`src/rtl/alu_pkg.sv`:
```
// Shared ALU encodings for the ID->EX issue slice: ALU op codes, main-decoder
// aluop codes and the R-type funct values the decoder recognises.
package alu_pkg;

    localparam logic [2:0] ALU_AND = 3'b000;
    localparam logic [2:0] ALU_OR  = 3'b001;
    localparam logic [2:0] ALU_ADD = 3'b010;
    localparam logic [2:0] ALU_SUB = 3'b110;
    localparam logic [2:0] ALU_SLT = 3'b111;

    typedef enum logic [1:0] {
        ALUOP_ADD   = 2'b00,
        ALUOP_SUB   = 2'b01,
        ALUOP_FUNCT = 2'b10,
        ALUOP_RSVD  = 2'b11
    } aluop_t;

    localparam logic [5:0] FUNCT_ADD = 6'b100000;
    localparam logic [5:0] FUNCT_SUB = 6'b100010;
    localparam logic [5:0] FUNCT_AND = 6'b100100;
    localparam logic [5:0] FUNCT_OR  = 6'b100101;
    localparam logic [5:0] FUNCT_SLT = 6'b101010;

endpackage

```
`src/rtl/alu_dec.sv`:
```
// Combinational ALU decoder: main-decoder aluop plus R-type funct to the
// 3-bit alucontrol, flagging reserved aluop and unknown funct as illegal.
module alu_dec
    import alu_pkg::*;
(
    input  logic [1:0] aluop,
    input  logic [5:0] funct,
    output logic [2:0] alucontrol,
    output logic       illegal
);

    always_comb begin
        // NOTE: defaults first so every path assigns both outputs; no latch.
        alucontrol = ALU_ADD;
        illegal    = 1'b0;
        unique case (aluop_t'(aluop))
            ALUOP_ADD: alucontrol = ALU_ADD;
            ALUOP_SUB: alucontrol = ALU_SUB;
            ALUOP_FUNCT: begin
                case (funct)
                    FUNCT_ADD: alucontrol = ALU_ADD;
                    FUNCT_SUB: alucontrol = ALU_SUB;
                    FUNCT_AND: alucontrol = ALU_AND;
                    FUNCT_OR:  alucontrol = ALU_OR;
                    FUNCT_SLT: alucontrol = ALU_SLT;
                    default:   illegal    = 1'b1;
                endcase
            end
            ALUOP_RSVD: illegal = 1'b1;
            default:    illegal = 1'b1;
        endcase
    end

endmodule

```
`src/rtl/alu_issue.sv`:
```
// ID->EX issue stage: decodes and selects ALU operands, then holds them in the
// ID/EX register behind a valid/ready handshake with a one-entry skid buffer.
module alu_issue
    import alu_pkg::*;
#(
    parameter int WIDTH    = 32,
    parameter int ERRCNT_W = 8
) (
    input  logic                clk,
    input  logic                reset,
    input  logic                in_valid,
    output logic                in_ready,
    input  logic [1:0]          aluop,
    input  logic [5:0]          funct,
    input  logic                alusrc,
    input  logic [WIDTH-1:0]    rd1,
    input  logic [WIDTH-1:0]    rd2,
    input  logic [WIDTH-1:0]    signimm,
    input  logic                flush,
    output logic                out_valid,
    input  logic                out_ready,
    output logic [WIDTH-1:0]    srca,
    output logic [WIDTH-1:0]    srcb,
    output logic [2:0]          alucontrol,
    output logic                illegal,
    output logic [ERRCNT_W-1:0] err_count
);

    typedef struct packed {
        logic [WIDTH-1:0] srca;
        logic [WIDTH-1:0] srcb;
        logic [2:0]       ctl;
        logic             ill;
    } op_t;

    logic [2:0] dec_ctl;
    logic       dec_ill;
    op_t        in_op;
    op_t        out_op;
    op_t        skid_op;
    logic       skid_full;
    logic       accept;
    logic       xfer;

    alu_dec u_dec (
        .aluop      (aluop),
        .funct      (funct),
        .alucontrol (dec_ctl),
        .illegal    (dec_ill)
    );

    assign in_op    = '{srca: rd1, srcb: (alusrc ? signimm : rd2), ctl: dec_ctl, ill: dec_ill};
    // in_ready comes from a register only, so EX stalls never ripple into ID.
    assign in_ready = !skid_full;
    // An op presented alongside flush is dropped, so it is not an accept.
    assign accept   = in_valid && in_ready && !flush;
    assign xfer     = out_valid && out_ready;

    always_ff @(posedge clk or posedge reset) begin
        if (reset) begin
            // NOTE: non-blocking for all sequential state; control and visible
            // outputs reset, skid payload needs none since skid_full guards it.
            out_valid <= 1'b0;
            skid_full <= 1'b0;
            out_op    <= '{srca: '0, srcb: '0, ctl: ALU_ADD, ill: 1'b0};
        end else if (flush) begin
            out_valid <= 1'b0;
            skid_full <= 1'b0;
        end else if (!out_valid || xfer) begin
            if (skid_full) begin
                out_op    <= skid_op;
                out_valid <= 1'b1;
                skid_full <= 1'b0;
            end else begin
                out_valid <= accept;
                if (accept) out_op <= in_op;
            end
        end else if (accept) begin
            skid_full <= 1'b1;
        end
    end

    always_ff @(posedge clk) begin
        if (accept && out_valid && !out_ready) skid_op <= in_op;
    end

    always_ff @(posedge clk or posedge reset) begin
        if (reset) begin
            err_count <= '0;
        end else if (accept && dec_ill && (err_count != {ERRCNT_W{1'b1}})) begin
            err_count <= err_count + 1'b1;
        end
    end

    assign srca       = out_op.srca;
    assign srcb       = out_op.srcb;
    assign alucontrol = out_op.ctl;
    assign illegal    = out_op.ill;

endmodule

```
`config.mk`:
```
export PLATFORM = sky130hd
export DESIGN_NAME = alu_issue
export DESIGN_NICKNAME = d
export VERILOG_FILES = /design/src/rtl/alu_pkg.sv /design/src/rtl/alu_dec.sv /design/src/rtl/alu_issue.sv
export SDC_FILE = /design/constraint.sdc
export NUM_CORES = 1
export LEC_CHECK = 0
export BUFFER_PORTS_ARGS = -buffer_cell sky130_fd_sc_hd__buf_2
export CORE_MARGIN = 3
export CORE_UTILIZATION = 28
export CTS_CLUSTER_SIZE = 14
export DETAILED_ROUTE_END_ITERATION = 7
export GPL_ROUTABILITY_DRIVEN = 0
export PLACE_DENSITY = 0.56
export SETUP_SLACK_MARGIN = 0.02
export SYNTH_ARGS = -nofsm -noshare
export SYNTH_HDL_FRONTEND = slang
export SYNTH_SLANG_ARGS = --single-unit
```
`constraint.sdc`:
```
create_clock -name clk -period 9.3 [get_ports clk]
set_clock_uncertainty 0.1 [all_clocks]
set_input_delay 1.86 -clock clk [delete_from_list [all_inputs] [get_ports clk]]
set_output_delay 1.86 -clock clk [all_outputs]
set_load 0.01 [all_outputs]
```
### Word-level counts from Yosys, hierarchy flattened

Index checks and enable logic that the tools add are counted.

* add/sub/neg operators: 1
* $mul: 0
* divide/modulo/power cells: 0
* $lt $le $gt $ge: 0
* equal/unequal tests: 9
* shift operators: 0
* muxes and demuxes: 13
* bitwise logic cells: 1
* reduce and logical (&&, ||, !) cells: 17

Operator list (count)
* $mux W68: 2
* $mux W32: 1
* $eq A6 B6 Y1 const B: 5
* $pmux W3 S4: 1
* $add A8 B1 Y8 const B: 1
* $ne A8 B8 Y1 const B: 1
* $logic_and A1 B1 Y1: 7
* $mux W1: 7
* $pmux W3 S2: 1
* $reduce_or A5 Y1: 1
* $eq A2 B2 Y1 const B: 2
* $logic_not A1 Y1: 4
* $reduce_bool A2 Y1: 2
* $reduce_and A3 Y1: 1
* $reduce_bool A3 Y1: 1
* $eq A2 B1 Y1 const B: 1
* $pmux W1 S2: 1
* $logic_or A1 B1 Y1: 1
* $not A1 Y1: 1

* flip-flop bits (word level): 146
* latch bits: 0
* memory bits (writable): 0
* memory bits (read-only): 0
* bits of input ports: 110
* output and inout bits: 78
* logic and storage cells: 52
* memories: 0

### Longest topological paths before layout

* depth in word-level cells: 6
* depth in mapped cells: 8
* depth with buffers taken out: 7

### Modules after synthesis

A second synthesis with hierarchy kept.

* cells, all modules: 423
* area total of the unflattened synthesis: 6444.9 sq um

By module, submodules not included
* alu_issue: times used 1, cells an instance 404, area an instance 6304.8 sq um, sequential area each 3995.1 sq um
* alu_dec: times used 1, cells an instance 19, area an instance 140.1 sq um, sequential area each 0.0 sq um

### Worst setup path after synthesis

OpenSTA, ideal clock, no wires.

* path type: input-to-reg
* start: in flush
* end: reg skid_op[0] (netlist name) (enable)
* setup time: 494 ps
* data arrival time: 5078 ps
* required time: 8706 ps
* path slack: 3628 ps
* stages: 2
* buffers on the path: 0
* cells stage by stage: or3b_1 nor2_1

* cells in the longest elaborated chain, start to end: 4

RTL lines
* start: declaration: line alu_issue.sv:19 `input logic flush,`
* $logic_not A1 Y1: line alu_issue.sv:56 `assign accept = in_valid && in_ready && !flush;`
* $logic_and A1 B1 Y1: line alu_issue.sv:56
* $logic_and A1 B1 Y1 (2 in series): line alu_issue.sv:84 `if (accept && out_valid && !out_ready) skid_op <= in_op;`
* end signal: assignment: line alu_issue.sv:84
* end: declaration: line alu_issue.sv:40 `op_t skid_op;`

Every way passes these cells.
A chain may end at the register's enable or synchronous reset.

### Final worst setup path

* start: reg skid_full
* end: out in_ready

* cells in the longest elaborated chain, start to end: 1

RTL lines
* start: declaration: line alu_issue.sv:41 `logic skid_full;`
* start signal: assignment: line alu_issue.sv:64 `skid_full <= 1'b0;`
* start signal: assignment: line alu_issue.sv:68 `skid_full <= 1'b0;`
* start signal: assignment: line alu_issue.sv:73 `skid_full <= 1'b0;`
* $logic_not A1 Y1: line alu_issue.sv:54 `assign in_ready = !skid_full;`
* end: declaration: line alu_issue.sv:12 `output logic in_ready,`

Every way passes these cells.

==> run metrics <==
Final Core Density 0.372; initial antenna violation count 2; Crit-path slowest cell buf_4; Die Area between 20000 and 25000 um2; dominant synthesized flop cell dfrtp_1; Crit path arrival time between 1.5 and 2 ns; DRC violations left 0; Mean Syn Cell Area ~13 um2; max-cap violation count 0; cts hold-fix bufs 0; critical path cell sequence inv_2 > buf_4 > buf_2; EDFF count, synth 68; wire per inst roughly 15 um; Fin. Hold Viols 0; CTS tree done; Final HPWL DP 9.28 mm; Initial Util 0.287; Tcrit/Tclk final 0.390; starting DRC count in detailed routing 154; CTS sink count 146; clock root cell clkbuf_16; R2R Path End skid_op[66]; worst hold-check path type reg -> reg; post-synthesis sequential area ratio 0.656; VDD IR-drop max about 0.11 mV; worst-margin pin slew 0.995 ns; status finished, final reports clean; slew margin rel. 0.337; shortest period the worst path allows 3.62 ns; Worst-path clk slew 0.06 ns; post-synth cell types 36; std cell rows 53; final setup fails 0; first-pass GRT wire length 23.0 mm; Vias per Instance 4.41; hold depth 2; CP Class reg -> out; R2R Setup Slk 6.66 ns; Detailed Route WL 14.2 mm; largest net degree at the start of global routing 93; area taken by multi-input logic gates 1980 um2; hold endpoint srca[8]; H-tree levels 4; r2r worst-path depth 4; clk_lat worst skew 0.41 ns; Worst Path Required approximately 7.3 ns; P&R area growth vs syn 29.6%; filler instances 2148; largest fanout on the critical path 36; CTS resizes 0; drt pass-1 iters 4; RSZ-0062 raised after global routing no; startpoint type of the worst setup path register; final slew viol count 0; Post-Synthesis Cells 462; Synth warnings 0; FF/Latch Area between 3000 and 4000 um2; Fin Setup TNS 0 ns; FF-to-FF Start skid_full; Hold Crit Start srca[8]; Synth Cell Area 6090 um2; total global routing track utilization 0.124; layout cell share with drive strength beyond 1 0.389; Yosys reg bits 146; Pwr Density 213 nW/um2; Die Span Y 153 um; fin nets about 760; Async S/R FF share, synth 0.534; Antenna Nets Post-Route 0; I/O Pins ~190; syn_nets approximately 580; clock buffer depth 2; TritonCTS Buffers 17; via count 4128; die width between 150 and 200 um; slowest stage delay, CP 0.54 ns; total congestion overflow 0; Port Buffers 187; CP Capture Type output port; Post-CTS Setup Bufs 0; P_leak 3.59 nW; max frequency 0.276 GHz; core area 21200 um2; vias in the first global route 4132
## worst max-delay path: cells and delay by family (launching register included)
kind	cells	cell delay, ns
buffers and inverters	3	0.84
DFF	1	0.41
## sequential cells by signal, summed over array words and instances (netlist names)
| name | flops |
|---|---|
| alucontrol | 3 |
| skid_full | 1 |
| err_count | 8 |
| srca | 32 |
| skid_op | 68 |
| illegal | 1 |
| srcb | 32 |
| out_valid | 1 |
## metal layers
metal  wire [um]  share of wire  GRT usage
met1        6860           0.48      0.175
met2        6320           0.44      0.182
met3         897          0.063     0.0428
met4         120         0.0084     0.0328
met5          27         0.0019          0
## cells in the final DEF (no fill, tap or decap), drive strengths merged, types with 2 or more instances in the layout
cell type,count
a21oi,4
a41oi,2
and3,2
buf,192
clkbuf,25
clkinv,5
clkinvlp,2
dfrtp,77
edfxtp,68
ha,4
inv,5
mux2,33
mux2i,66
nand2,70
nand2b,2
nand3,2
nand4,3
nor2,10
nor3,2
o21ai,68
xnor2,6
## final cells by class
class                      count  area share
multi-input combinational    285       0.250
sequential                   146       0.506
clock inverter                 7     0.00571
antenna                        1    0.000317
timing repair buffer         192       0.123
clock buffer                  25      0.0681
inverter                       5     0.00254
tap                          275      0.0436
## cells in the mapped netlist, types with 2 or more instances
| cell | n | area share |
|---|---|---|
| a21oi_1 | 4 | 0.0033 |
| a41oi_1 | 2 | 0.0029 |
| and3_1 | 2 | 0.0021 |
| buf_1 | 2 | 0.0012 |
| buf_2 | 11 | 0.0090 |
| clkbuf_1 | 12 | 0.0074 |
| dfrtp_1 | 77 | 0.32 |
| edfxtp_1 | 68 | 0.34 |
| ha_1 | 4 | 0.0082 |
| inv_1 | 4 | 0.0025 |
| mux2_1 | 5 | 0.0092 |
| mux2_2 | 28 | 0.052 |
| mux2i_1 | 66 | 0.11 |
| nand2_1 | 70 | 0.043 |
| nand2b_1 | 2 | 0.0021 |
| nand3_1 | 2 | 0.0016 |
| nand4_1 | 3 | 0.0031 |
| nor2_1 | 10 | 0.0062 |
| nor3_1 | 2 | 0.0016 |
| o21ai_0 | 66 | 0.054 |
| o21ai_1 | 2 | 0.0016 |
| xnor2_1 | 6 | 0.0086 |
## metrics by stage
step | std cells | area (um2) | total power [mW] | hold WS, ns | setup WS (ns)
floorplan | 462 | 6090 | 0.912 | 0.383 | 3.63
global placement | 903 | 7310 | 1.03 | 0.358 | 5.50
detailed placement | 903 | 7310 | 1.03 | 0.366 | 5.43
CTS | 935 | 7890 | 1.71 | 0.379 | 5.64
global route | 935 | 7890 | 1.78 | 0.391 | 5.60
finish | 936 | 7900 | 1.68 | 0.374 | 5.68
## cells by family (layout without fill, tap and decap cells)
| logic type | after synthesis | in the layout | share of synthesized area |
|---|---|---|---|
| fa+ha+maj | 4 | 4 | 0.00822 |
| compound gates | 78 | 78 | 0.0672 |
| other cells | 0 | 1 | 0 |
| flops | 146 | 146 | 0.656 |
| xor+xnor | 7 | 7 | 0.0101 |
| buf+inv | 31 | 229 | 0.0220 |
| mux | 99 | 99 | 0.170 |
| simple gates | 97 | 97 | 0.0670 |
## where the power goes
group,leakage (nW),switching (mW),internal [mW]
Combinational,1.73,0.127,0.102
Sequential,1.58,0.0414,0.742
Clock,0.286,0.265,0.402
## how the worst max path moves through the flow
| stage | start | endpoint | slack (ns) |
|---|---|---|---|
| CTS | skid_full | in_ready | 5.64 |
| floorplan | flush | skid_op[0] | 3.63 |
| global placement | out_ready | srca[3] | 5.50 |
| detailed placement | out_ready | srcb[21] | 5.43 |
| finish | skid_full | in_ready | 5.68 |
| global route | skid_full | in_ready | 5.60 |
Note: power is estimated with default switching activity, not from simulation.
